--- config.mk ---
export PLATFORM = sky130hd
export DESIGN_NAME = calc_arbiter
export DESIGN_NICKNAME = d
export VERILOG_FILES = /design/src/rtl/calc_arbiter.sv
export SDC_FILE = /design/constraint.sdc
export NUM_CORES = 1
export LEC_CHECK = 0
export BUFFER_PORTS_ARGS = -buffer_cell sky130_fd_sc_hd__buf_4
export CAP_MARGIN = 20
export CORE_MARGIN = 4
export CORE_UTILIZATION = 50
export DETAILED_ROUTE_END_ITERATION = 8
export GPL_ROUTABILITY_DRIVEN = 1
export PLACE_DENSITY = 0.84
export SLEW_MARGIN = 20
export SYNTH_ARGS = -nofsm -noshare
export SYNTH_HDL_FRONTEND = slang
export SYNTH_SLANG_ARGS = --single-unit
--- constraint.sdc ---
create_clock -name clk -period 2.5 [get_ports clk]
set_input_delay 0.25 -clock clk [delete_from_list [all_inputs] [get_ports clk]]
set_output_delay 0.25 -clock clk [all_outputs]
set_load 0.02 [all_outputs]
--- src/rtl/calc_arbiter.sv ---
// calc_arbiter: two-port round-robin front end for the shared 4-bit Calculator.
// Grants one requester, drives the Calculator for a single cycle, captures the
// result (trapping divide-by-zero) and holds it on the winner's response port.
module calc_arbiter #(
  parameter int DATA_W = 4,
  parameter int RES_W  = 8
) (
  input  logic              clk,
  input  logic              rst_n,
  input  logic              req0_valid,
  output logic              req0_ready,
  input  logic [DATA_W-1:0] req0_a,
  input  logic [DATA_W-1:0] req0_b,
  input  logic [1:0]        req0_op,
  input  logic              req1_valid,
  output logic              req1_ready,
  input  logic [DATA_W-1:0] req1_a,
  input  logic [DATA_W-1:0] req1_b,
  input  logic [1:0]        req1_op,
  output logic [DATA_W-1:0] calc_a,
  output logic [DATA_W-1:0] calc_b,
  output logic [1:0]        calc_op,
  input  logic [RES_W-1:0]  calc_result,
  output logic              rsp0_valid,
  input  logic              rsp0_ready,
  output logic [RES_W-1:0]  rsp0_data,
  output logic              rsp0_err,
  output logic              rsp1_valid,
  input  logic              rsp1_ready,
  output logic [RES_W-1:0]  rsp1_data,
  output logic              rsp1_err,
  output logic              busy
);

  typedef enum logic [1:0] {IDLE, EXEC, RESP} state_t;

  state_t              state_q, state_d;
  logic                last_q, last_d;   // requester granted most recently
  logic                gnt_q, gnt_d;     // requester owning the op in flight
  logic                dz_q, dz_d;       // in-flight op is a divide by zero
  logic [DATA_W-1:0]   a_q, a_d, b_q, b_d;
  logic [1:0]          op_q, op_d;
  logic [RES_W-1:0]    d0_q, d0_d, d1_q, d1_d;
  logic                e0_q, e0_d, e1_q, e1_d;
  logic                sel;
  logic [RES_W-1:0]    res;

  // Next-state, grant selection and response capture
  always_comb begin
    state_d    = state_q;
    last_d     = last_q;
    gnt_d      = gnt_q;
    dz_d       = dz_q;
    a_d        = a_q;
    b_d        = b_q;
    op_d       = op_q;
    d0_d       = d0_q;
    d1_d       = d1_q;
    e0_d       = e0_q;
    e1_d       = e1_q;
    req0_ready = 1'b0;
    req1_ready = 1'b0;
    // On a tie the requester not granted last wins; otherwise the lone valid one.
    sel        = (req0_valid && req1_valid) ? ~last_q : req1_valid;
    res        = dz_q ? {RES_W{1'b1}} : calc_result;
    case (state_q)
      IDLE: begin
        if (req0_valid || req1_valid) begin
          req0_ready = ~sel;
          req1_ready = sel;
          gnt_d      = sel;
          a_d        = sel ? req1_a  : req0_a;
          b_d        = sel ? req1_b  : req0_b;
          op_d       = sel ? req1_op : req0_op;
          dz_d       = ((sel ? req1_op : req0_op) == 2'b11) &&
                       ((sel ? req1_b  : req0_b) == '0);
          state_d    = EXEC;
        end
      end
      EXEC: begin
        if (gnt_q) begin
          d1_d = res;
          e1_d = dz_q;
        end else begin
          d0_d = res;
          e0_d = dz_q;
        end
        state_d = RESP;
      end
      RESP: begin
        if (gnt_q ? rsp1_ready : rsp0_ready) begin
          last_d  = gnt_q;
          state_d = IDLE;
        end
      end
      default: state_d = IDLE;
    endcase
  end

  // State and datapath registers; reset discards any in-flight operation
  always_ff @(posedge clk or negedge rst_n) begin
    if (!rst_n) begin
      state_q <= IDLE;
      last_q  <= 1'b1;
      gnt_q   <= 1'b0;
      dz_q    <= 1'b0;
      a_q     <= '0;
      b_q     <= '0;
      op_q    <= '0;
      d0_q    <= '0;
      d1_q    <= '0;
      e0_q    <= 1'b0;
      e1_q    <= 1'b0;
    end else begin
      state_q <= state_d;
      last_q  <= last_d;
      gnt_q   <= gnt_d;
      dz_q    <= dz_d;
      a_q     <= a_d;
      b_q     <= b_d;
      op_q    <= op_d;
      d0_q    <= d0_d;
      d1_q    <= d1_d;
      e0_q    <= e0_d;
      e1_q    <= e1_d;
    end
  end

  // Operand registers only change on accept, so calc_* hold outside EXEC.
  assign calc_a     = a_q;
  assign calc_b     = b_q;
  assign calc_op    = op_q;
  assign rsp0_valid = (state_q == RESP) && !gnt_q;
  assign rsp1_valid = (state_q == RESP) &&  gnt_q;
  assign rsp0_data  = d0_q;
  assign rsp0_err   = e0_q;
  assign rsp1_data  = d1_q;
  assign rsp1_err   = e1_q;
  assign busy       = (state_q != IDLE);

endmodule
==> results.md, run 1 <==
- Maximum clock path buffer count: 2
- Mean post-synth cell area: about 12 um2
- Vias per cell: ~5.3
- Synth Instances: 128
- Dpl cells: 220
- Initial DRC Count: around 110
- Pin count of the biggest net entering global routing: 34
- Routed wire length: ~3.5 mm
- Worst path most repeated cell: nor2b_1
- Fmax: between 0.5 and 0.6 GHz
- Synth top area share: around 52%
- Root buffer cell: clkbuf_4
- Clock sink total: 33
- Crit. End Element: output port
- Clock slew at reported path FFs: around 0.11 ns
- Post-synth net total: around 160
- Tot GR Track Use: 18.8%
- Critical Path AT: between 1.5 and 2 ns
- I/O Buffers: 66
- Die area: slightly above 4000 um2
- Most used routing layer: met2
- Area Overhead vs Synth: 38.6%
- Met1 GRT Util: 21.7%
- Worst-path fanout max: 6
- Min-Delay Path Class: in2reg
- IO Count: 67
- CP Cell Sequence: nor2b_1 -> nor2b_1 -> buf_4
- Die X: between 60 and 70 um
- Async set-reset flop share out of synthesis: 100%
- Post-route ant nets: 0
- DRC errors left: 0
- GP Congestion: roughly 0.75
- Worst Setup Path Type: reg2out
- Setup violators final: 0
- Met2 usage in global routing: 31.7%
- Post-Syn Area: 1540 um2
- Starting Density: 53.8%
- Final cell count without fillers: 229
- Core Area: ~2900 um2
- Yosys cell types: 29
- CTS tree: done
- Final period utilization: a little over two thirds
- Most used DFF post-synth: dfrtp_1
- Sequential cell area: about 830 um2
- Fin crit period: 1.76 ns
- Peak VDD IR: roughly 760 uV
- First-pass GRT wire length: 5.80 mm
- Dpl hpwl: ~2.6 mm
- Routing usage on met3: slightly above 7%
- Power Density: between 1000 and 1500 nW/um2
- Yosys Warn Count: 0
- Antenna diodes: 0
- H-tree Lvls: 2
- Sequential fraction of the synthesis area: between 50% and 60%
- RSZ-0062 raised after global routing: no
- Layout cells sized above 1: a little over half
- Drt pass-1 iters: 4
- Maximum Capacitance Violations: 0
- Vias in the first global route: around 1200
- Clock Skew: about 0.015 ns
- Antenna violations before repair: 0
- Setup TNS: 0 ns
- Worst min-delay path startpoint: calc_result[7]
- Final hold vios: 0
- Pwr Total: approximately 2.8 mW
- GRT overflow: 0
- Std cell rows: 19
- Status: finished clean
- Postcts setup bufs: 0
- Number of synthesized flops with an enable pin: 0
- Dominant cell type by area after synthesis: dfrtp_1
- Die height: 63.4 um
- Fillcell total: 201
- CTS Buf Count: 5
- Final core occ: roughly 75%
- Max stage delay on crit path: 0.51 ns
- Multi-input gate area: about 660 um2
- Worst Path Required: about 2.3 ns
- Worst path top cell family by delay: simple AND/OR/NAND/NOR gates
- Slowest CP cell: dfrtp_1
- Nets@finish: between 200 and 250
- Largest cells by area after synthesis: dfrtp_1 (52%), mux2_4 (9.8%), mux2_2 (9.5%)
- Buf/Inv on CP: 1
- Critical Path Start Type: flop
- LEAKAGE: 1.03 nW
- Worst Setup SP: state_q[1]
- Slew @ Worst Pin: between 0.6 and 0.7 ns
- Via count: 1213
- Clk_lat worst skew: 0.33 ns
- Synthesized flop and latch total: 33
- WL per Instance: about 15 um
- FF-to-FF Start: state_q[1]
- Pins over their slew limit: 0
- Slew headroom: approximately 53%
cell type report:
cell class / count / share of cell area, %
Sequential cell: 33 / 38.9
Multi-Input combinational cell: 87 / 30.9
Timing Repair Buffer: 68 / 24.1
Clock buffer: 7 / 2.59
Tap cell: 31 / 1.82
Clock inverter: 1 / 1.41
Inverter: 2 / 0.353
through the flow:
stage | cell area (um2) | worst slack (ns) | hold WS (ns)
after floorplan | 1540 | 0.975 | -0.0456
after global placement | 2030 | 0.934 | 0.202
after detailed placement | 2030 | 0.873 | 0.208
after CTS | 2130 | 0.732 | 0.180
after global routing | 2130 | 0.575 | 0.179
final | 2130 | 0.745 | 0.185
layout by cell type (no fill, tap or decap):
| master | instances |
|---|---|
| nor4_1 | 2 |
| dfrtp_1 | 32 |
| clkbuf_8 | 1 |
| a21o_1 | 1 |
| a21oi_1 | 7 |
| a31oi_1 | 1 |
| nand3b_1 | 1 |
| or2_2 | 1 |
| dlygate4sd3_1 | 1 |
| a22o_1 | 1 |
| nor2b_1 | 2 |
| bufinv_16 | 1 |
| a21boi_4 | 1 |
| clkbuf_1 | 1 |
| and2_1 | 2 |
| mux2_2 | 13 |
| o21ai_0 | 9 |
| clkbuf_4 | 5 |
| dfstp_2 | 1 |
| mux2_4 | 10 |
| nand4_1 | 1 |
| nand4b_1 | 1 |
| nand2_1 | 10 |
| mux2i_1 | 1 |
| inv_1 | 2 |
| nor3b_4 | 1 |
| nor3_4 | 1 |
| a21oi_2 | 2 |
| nor3_1 | 1 |
| buf_4 | 67 |
| nor2_1 | 18 |
registers in the layout, summed over array words and instances (netlist names):
name	count
calc_a	4
calc_b	4
calc_op	2
dz_q	1
gnt_q	1
last_q	1
rsp0_data	8
rsp0_err	1
rsp1_data	8
rsp1_err	1
state_q	2
synthesized netlist by cell type, types with 2 or more instances:
library cell,instances
nor2b_1,2
a21oi_1,7
o21ai_0,9
and2_1,2
buf_2,2
a21oi_2,2
nor4_1,2
mux2_4,10
inv_1,2
nand2_1,10
nor2_1,18
dfrtp_1,32
buf_6,2
mux2_2,13
report_power, final:
group | total [mW] | switching, mW | internal, mW
Combinational | 1.37 | 0.705 | 0.662
Sequential | 1.01 | 0.214 | 0.792
Clock | 0.410 | 0.171 | 0.239
path summary, 6_finish.rpt:
path | cells past startpoint | slack (ns) | end
worst max register to register | 2 | 0.85 | calc_op[0]
worst min-delay path | 3 | 0.19 | rsp0_data[7]
max in group asynchronous | 2 | 1.78 | last_q
worst max-delay path | 3 | 0.74 | rsp0_valid
worst min register to register | 2 | 0.50 | rsp1_data[3]
min in group asynchronous | 2 | 0.39 | rsp0_data[6]
worst reg2reg max path, cell delays in order, from the launching register on:
cell	delay, ns
dfrtp_1	0.48
nor3_4	0.64
mux2_2	0.42
metal layers:
metal / routed length (um) / part of all wire, % / vias up
met2: 1760 / 51 / 63
met3: 332 / 9.6 / 5
met1: 1330 / 38 / 565
met5: 0 / 0 / -
li1: - / - / 580
met4: 40 / 1.2 / 0
cell families after synthesis:
family / count (synthesis) / synth area share (%)
buf+inv: 8 / 3.34
flops: 33 / 53.9
mux: 24 / 20.0
simple gates: 41 / 13.8
compound gates: 22 / 9.05
repair_timing:
action | CTS | global route
resized for setup | 0 | 0
hold buffers | 1 | 0
hold endpoints to repair | 32 | 0
(Power assumes the default switching activity.)
==> inputs of run 2 (changes only) <==
--- a/config.mk
+++ b/config.mk
@@ -8,10 +8,10 @@
 export BUFFER_PORTS_ARGS = -buffer_cell sky130_fd_sc_hd__buf_4
 export CAP_MARGIN = 20
 export CORE_MARGIN = 4
-export CORE_UTILIZATION = 50
+export CORE_UTILIZATION = 46
 export DETAILED_ROUTE_END_ITERATION = 8
 export GPL_ROUTABILITY_DRIVEN = 1
-export PLACE_DENSITY = 0.84
+export PLACE_DENSITY = 0.78
 export SLEW_MARGIN = 20
 export SYNTH_ARGS = -nofsm -noshare
 export SYNTH_HDL_FRONTEND = slang
==> constraint.sdc (replaced) <==
create_clock -name clk -period 1.75 [get_ports clk]
set_input_delay 0.175 -clock clk [delete_from_list [all_inputs] [get_ports clk]]
set_output_delay 0.175 -clock clk [all_outputs]
set_load 0.02 [all_outputs]
==> run 2 against run 1 <==
Clock-buffer cell count down 1. Die area up 7.6%. Final cell count grew 7.4%. Non-clock buffer count increased by 4. Sequential cell count is the same. Via count is 1.6% higher.
==> results.md, run 2 (synthesis gave the netlist of run 1 again) <==
- Status: finished clean
- Met1 GRT Util: 20.6% (-1.1 points)
- Routing usage on met3: 5.61% (-1.5 points)
- Initial DRC Count: 44 (-61%)
- Slew headroom: 73.6% (+20 points)
- Tot GR Track Use: 17.3% (-1.5 points)
- Layout cells sized above 1: 55.0% (+2.4 points)
- Post-route ant nets: 0 (unchanged)
- Slew @ Worst Pin: 0.395 ns (-0.303 ns)
- Worst Setup Path Type: reg2out
- Nets@finish: 235 (+1.7%)
- Area Overhead vs Synth: 40.8%
- Std cell rows: 20 (+1)
- Root buffer cell: clkbuf_4
- Buf/Inv on CP: 2 (+1)
- Multi-input gate area: 664 um2 (+1.1%)
- Crit. End Element: output port
- Met2 usage in global routing: 28.5% (-3.1 points)
- Via count: 1233 (+1.6%)
- Pwr Total: 3.83 mW (+38%)
- GP Congestion: 0.734 (-1.8%)
- Dpl cells: 235 (+6.8%)
- Clock sink total: 33 (unchanged)
- Final Instance Area: 2160 um2 (+1.6%)
- Die area: 4330 um2 (+7.6%)
- Final period utilization: 90.3%
- Critical Path Start Type: flop
- Dpl cell area: 2060 um2 (+1.5%)
- Die height: 65.8 um (+3.7%)
- DRC errors left: 0 (unchanged)
- Maximum clock path buffer count: 2 (unchanged)
- Core Area: 3130 um2 (+9.6%)
- Maximum Capacitance Violations: 0 (unchanged)
- Power Density: 1770 nW/um2 (+36%)
- Worst-path fanout max: 6 (unchanged)
- Slowest CP cell: dfrtp_2
- Starting Density: 49.1% (-4.7 points)
- Number of cells on the worst hold path: 3 (unchanged)
- Worst path top cell family by delay: flip-flops
- Vias per cell: 5.01 (-5.4%)
- Fillcell total: 229 (+14%)
- Antenna diodes: 0 (unchanged)
- GRT overflow: 0 (unchanged)
- Clock slew at reported path FFs: 0.10 ns (about the same)
- Final cell count without fillers: 246 (+7.4%)
- Vias in the first global route: 1289 (+4.6%)
- IO Count: 67 (unchanged)
- Critical Path AT: 1.40 ns (-0.11 ns)
- Dpl hpwl: 2.73 mm (+3.5%)
- CP Cell Sequence: nor2_2 -> inv_1 -> nor3_2 -> buf_4
- Peak VDD IR: 938 uV (+24%)
- Final core occ: 69.1% (-5.5 points)
- Fmax: about 0.63 GHz
- LEAKAGE: 1.04 nW (+0.92%)
- Pin count of the biggest net entering global routing: 34 (unchanged)
- Clk_lat worst skew: 0.32 ns (about the same)
- Most used routing layer: met2
- Clock Skew: 0.00825 ns (-0.00628 ns)
- Final hold vios: 0 (unchanged)
- Max stage delay on crit path: 0.48 ns (-0.03 ns)
- Fin crit period: around 1.6 ns
- Worst Path Required: 1.57 ns (-0.68 ns)
- Routed wire length: 3.42 mm (-1.1%)
- I/O Buffers: 66 (unchanged)
- WL per Instance: 13.9 um (-7.9%)
- Drt pass-1 iters: 4 (unchanged)
- Antenna violations before repair: 0 (unchanged)
- Die X: 65.8 um (+3.7%)
- RSZ-0062 raised after global routing: no
- Setup TNS: 0 ns (unchanged)
- Pins over their slew limit: 0 (unchanged)
- R2R cell count: 4 (+2)
- H-tree Lvls: 2 (unchanged)
- First-pass GRT wire length: 5.66 mm (-2.4%)
- Setup violators final: 0 (unchanged)
- CTS Buf Count: 5 (unchanged)
- Most frequent cells in the layout: buf_4 (70), dfrtp_1 (31), nor2_1 (17)
- WP depth: 4 (+1)
- Sequential cell area: 828 um2 (+0.15%)
- Most common cell after layout, fill and taps aside: buf_4
- CTS tree: done
- Min-Delay Path Class: in2reg
-- run 2: changes by cell type in the layout (fill, tap and decap cells not counted), sizes merged --
cell	delta
clkinv	+2
buf	+4
clkbuf	-1
bufinv	-1
-- run 2: layout make-up --
| type | instances | share of cell area (%) |
|---|---|---|
| repair buffers | 72 | 25.7 |
| clock buffers | 6 | 1.91 |
| clock inverters | 2 | 0.463 |
| multi-input cells | 87 | 30.7 |
| inverters | 2 | 0.347 |
| well taps | 44 | 2.55 |
| flip-flops and latches | 33 | 38.3 |
-- run 2: worst min-delay path: cells and delay by family --
kind	cells	cell delay, ns
simple gates	1	0.04
buf+inv	1	0.08
compound gates	1	0.11
-- run 2: worst paths after layout --
check / startpoint / to / slack [ns]
worst max-delay path: state_q[1] / req0_ready / 0.17
worst min-delay path: calc_result[3] / rsp0_data[3] / 0.12
worst max register to register: last_q / calc_b[3] / 0.29
worst min register to register: rsp1_data[7] / rsp1_data[7] / 0.50
max in group asynchronous: rst_n / last_q / 1.10
min in group asynchronous: rst_n / rsp1_data[2] / 0.31
-- run 2: stage by stage --
| step | worst slack, ns | hold slack (ns) |
|---|---|---|
| 2_1_floorplan | 0.300 | -0.121 |
| 3_3_place_gp | 0.202 | 0.132 |
| 3_5_place_dp | 0.152 | 0.135 |
| 4_1_cts | 0.0586 | 0.108 |
| 5_1_grt | 0.0591 | 0.108 |
| 6_report | 0.170 | 0.120 |
-- run 2: report_power, final --
| part | switching [mW] | total [mW] | internal (mW) | leakage, nW |
|---|---|---|---|---|
| combinational | 1.01 | 2.00 | 0.988 | 0.628 |
| sequential | 0.311 | 1.45 | 1.13 | 0.376 |
| clock | 0.237 | 0.390 | 0.153 | 0.0320 |
| total | 1.56 | 3.83 | 2.28 | 1.04 |
-- run 2: repair_timing --
item,in CTS,in global routing
hold buffers,1,0
setup buffers,0,2
gates resized for setup,0,3
endpoints found under the hold margin,32,0
endpoints found under the setup margin,0,3
-- run 2: metal layers --
metal | share of wire, % | vias up
li1 | - | 588
met1 | 39 | 578
met2 | 49 | 62
met3 | 9.9 | 5
met4 | 1.2 | 0
met5 | 0 | -
==> inputs of run 3 (changes only) <==
--- a/config.mk
+++ b/config.mk
@@ -6,12 +6,12 @@
 export NUM_CORES = 1
 export LEC_CHECK = 0
 export BUFFER_PORTS_ARGS = -buffer_cell sky130_fd_sc_hd__buf_4
-export CAP_MARGIN = 20
 export CORE_MARGIN = 4
-export CORE_UTILIZATION = 46
+export CORE_UTILIZATION = 42
 export DETAILED_ROUTE_END_ITERATION = 8
 export GPL_ROUTABILITY_DRIVEN = 1
-export PLACE_DENSITY = 0.78
+export PLACE_DENSITY = 0.75
+export REMOVE_ABC_BUFFERS = 1
 export SLEW_MARGIN = 20
 export SYNTH_ARGS = -nofsm -noshare
 export SYNTH_HDL_FRONTEND = slang
==> constraint.sdc (replaced) <==
create_clock -name clk -period 1.4 [get_ports clk]
set_input_delay 0.14 -clock clk [delete_from_list [all_inputs] [get_ports clk]]
set_output_delay 0.14 -clock clk [all_outputs]
set_load 0.02 [all_outputs]
==> run 3 against run 2 <==
The flow now finishes with violations (negative setup slack). Routed wire length grew 3.1%. Die area rose by 8.3%. Clock power is 72% higher. Critical path type is now reg2reg. Setup slack worse by 0.21 ns. Final cell count rose by 3.3%. Via count up 0.89%. Critical endpoint is now calc_op[0]. Global-route usage fell by 1.1 points. Final area rose by 5.7%.
==> results.md, run 3 (synthesis gave the netlist of run 1 again) <==
- Status: complete, but fails checks
- Violated checks: negative setup slack
- DP Worst Slack: -0.0437 ns (-0.195 ns)
- Slew @ Worst Pin: 0.414 ns (+0.0190 ns)
- Power Density: 2270 nW/um2 (+28%)
- Post-route ant nets: 0 (unchanged)
- Final period utilization: 103%
- Worst min-delay path startpoint: calc_result[4]
- Dpl hpwl: 2.66 mm (-2.7%)
- Via count: 1244 (+0.89%)
- Final hold vios: 0 (unchanged)
- Min-Delay Path Class: in2reg
- Peak VDD IR: 1520 uV (+62%)
- Worst-path fanout max: 12 (+6)
- Vias per cell: 4.90 (-2.3%)
- Area Overhead vs Synth: 48.9%
- Maximum clock path buffer count: 2 (unchanged)
- Die X: 68.5 um (+4.1%)
- IO Count: 67 (unchanged)
- Dpl cells: 241 (+2.6%)
- Maximum Capacitance Violations: 0 (unchanged)
- Antenna diodes: 0 (unchanged)
- LEAKAGE: 1.10 nW (+5.7%)
- GRT overflow: 0 (unchanged)
- Worst Setup Path Type: reg2reg
- Most frequent cells in the layout: buf_4 (72), dfrtp_1 (30), nor2_1 (17)
- Die area: 4690 um2 (+8.3%)
- Clock Skew: 0.00301 ns (-0.00523 ns)
- Die height: 68.5 um (+4.1%)
- RSZ-0062 raised after global routing: yes
- Routed wire length: 3.53 mm (+3.1%)
- CTS tree: done
- Fin crit period: 1.44 ns
- Setup violators final: 12 (+12)
- Setup TNS: -0.393 ns (-0.393 ns)
- WL per Instance: 13.9 um (-0.12%)
- Drt pass-1 iters: 4 (unchanged)
- Antenna violations before repair: 0 (unchanged)
- Pins over their slew limit: 0 (unchanged)
- Std cell rows: 21 (+5.0%)
- DRC errors left: 0 (unchanged)
- Initial DRC Count: 35 (-20%)
- Worst Path Required: 1.56 ns (about the same)
- Clk_lat worst skew: 0.28 ns (-0.04 ns)
- Vias in the first global route: 1290 (+0.078%)
- Crit. End Element: flop
- FF-to-FF Start: last_q
- CTS Buf Count: 5 (unchanged)
- Final Worst Setup Slack: -0.0410 ns (-0.211 ns)
- Tot GR Track Use: 16.2% (-1.1 points)
- Layout cells sized above 1: 57.7% (+2.7 points)
- H-tree Lvls: 2 (unchanged)
- Fmax: slightly below 0.7 GHz
- GP Congestion: 0.803 (+9.5%)
- I/O Buffers: 66 (unchanged)
- Clock sink total: 33 (unchanged)
- Slew headroom: 72.4% (-1.3 points)
- Critical Path Start Type: flop
- Worst Setup SP: last_q
- Core Area: 3440 um2 (+10%)
- Pwr Total: 5.19 mW (+35%)
- First-pass GRT wire length: 5.57 mm (-1.6%)
- Fillcell total: 271 (+18%)
- Nets@finish: 241 (+2.6%)
- Most common cell after layout, fill and taps aside: buf_4
- Clock slew at reported path FFs: 0.07 ns (-0.03 ns)
- Pin count of the biggest net entering global routing: 34 (unchanged)
- Critical Path AT: 1.60 ns (+0.20 ns)
- Final cell count without fillers: 254 (+3.3%)
- Root buffer cell: clkbuf_8
- Starting Density: 44.6% (-4.5 points)
[run 3: cell types whose count changed in the layout (fill, tap and decap cells not counted), sizes merged]
cell | before | now
buf | 71 | 77
[run 3: through the flow]
stage | hold WS, ns | cell area [um2] | utilization (%)
after global routing | 0.139 | 2290 | 66.4
after CTS | 0.135 | 2240 | 65.0
after detailed placement | 0.104 | 2120 | 61.7
after global placement | 0.0950 | 2120 | 61.7
after floorplan | -0.156 | 1490 | -
final | 0.144 | 2290 | 66.4
[run 3: worst max-delay path, stage by stage (launching register included)]
cell and delay [ns]:
dfstp_2 0.38, a21boi_4 0.18, buf_12 0.16, mux2_2 0.34, mux2_2 0.26
[run 3: worst paths after layout]
kind / endpoint / cells after the start / slack (ns)
hold / removal: rsp1_data[4] / 3 / 0.14
min in group asynchronous: rsp1_data[7] / 2 / 0.34
hold reg to reg: rsp1_data[7] / 2 / 0.49
setup / recovery: calc_op[0] / 4 / -0.04
setup reg to reg: calc_op[0] / 4 / -0.04
max in group asynchronous: last_q / 2 / 0.73
[run 3: power breakdown]
part | switching, mW | internal, mW | total, mW
sequential | 0.369 | 1.42 | 1.79
combinational | 1.33 | 1.40 | 2.73
clock | 0.326 | 0.344 | 0.670
[run 3: layout make-up]
type | instances | area (um2) | area share (%)
clock buffer | 6 | 72.6 | 3.17
clock inverter | 2 | 10.0 | 0.438
inverter | 2 | 7.51 | 0.328
multi-input combinational | 87 | 684 | 29.9
sequential | 33 | 830 | 36.3
tap | 46 | 57.6 | 2.52
timing repair buffer | 78 | 624 | 27.3
[run 3: timing repair]
item | in CTS | in global routing
resized for setup | 5 | 7
hold buffers | 1 | 0
buffers inserted | 1 | 3
hold endpoints to repair | 32 | 0
pin swaps | 1 | 2
setup endpoints to repair | 14 | 14
[run 3: metal layers]
metal	up-vias	GRT usage [%]	share of wire [%]
met5	-	0	0
met4	0	5.96	1.8
met3	7	5.42	11
met2	53	27.4	49
met1	584	18.9	39
li1	600	-	-
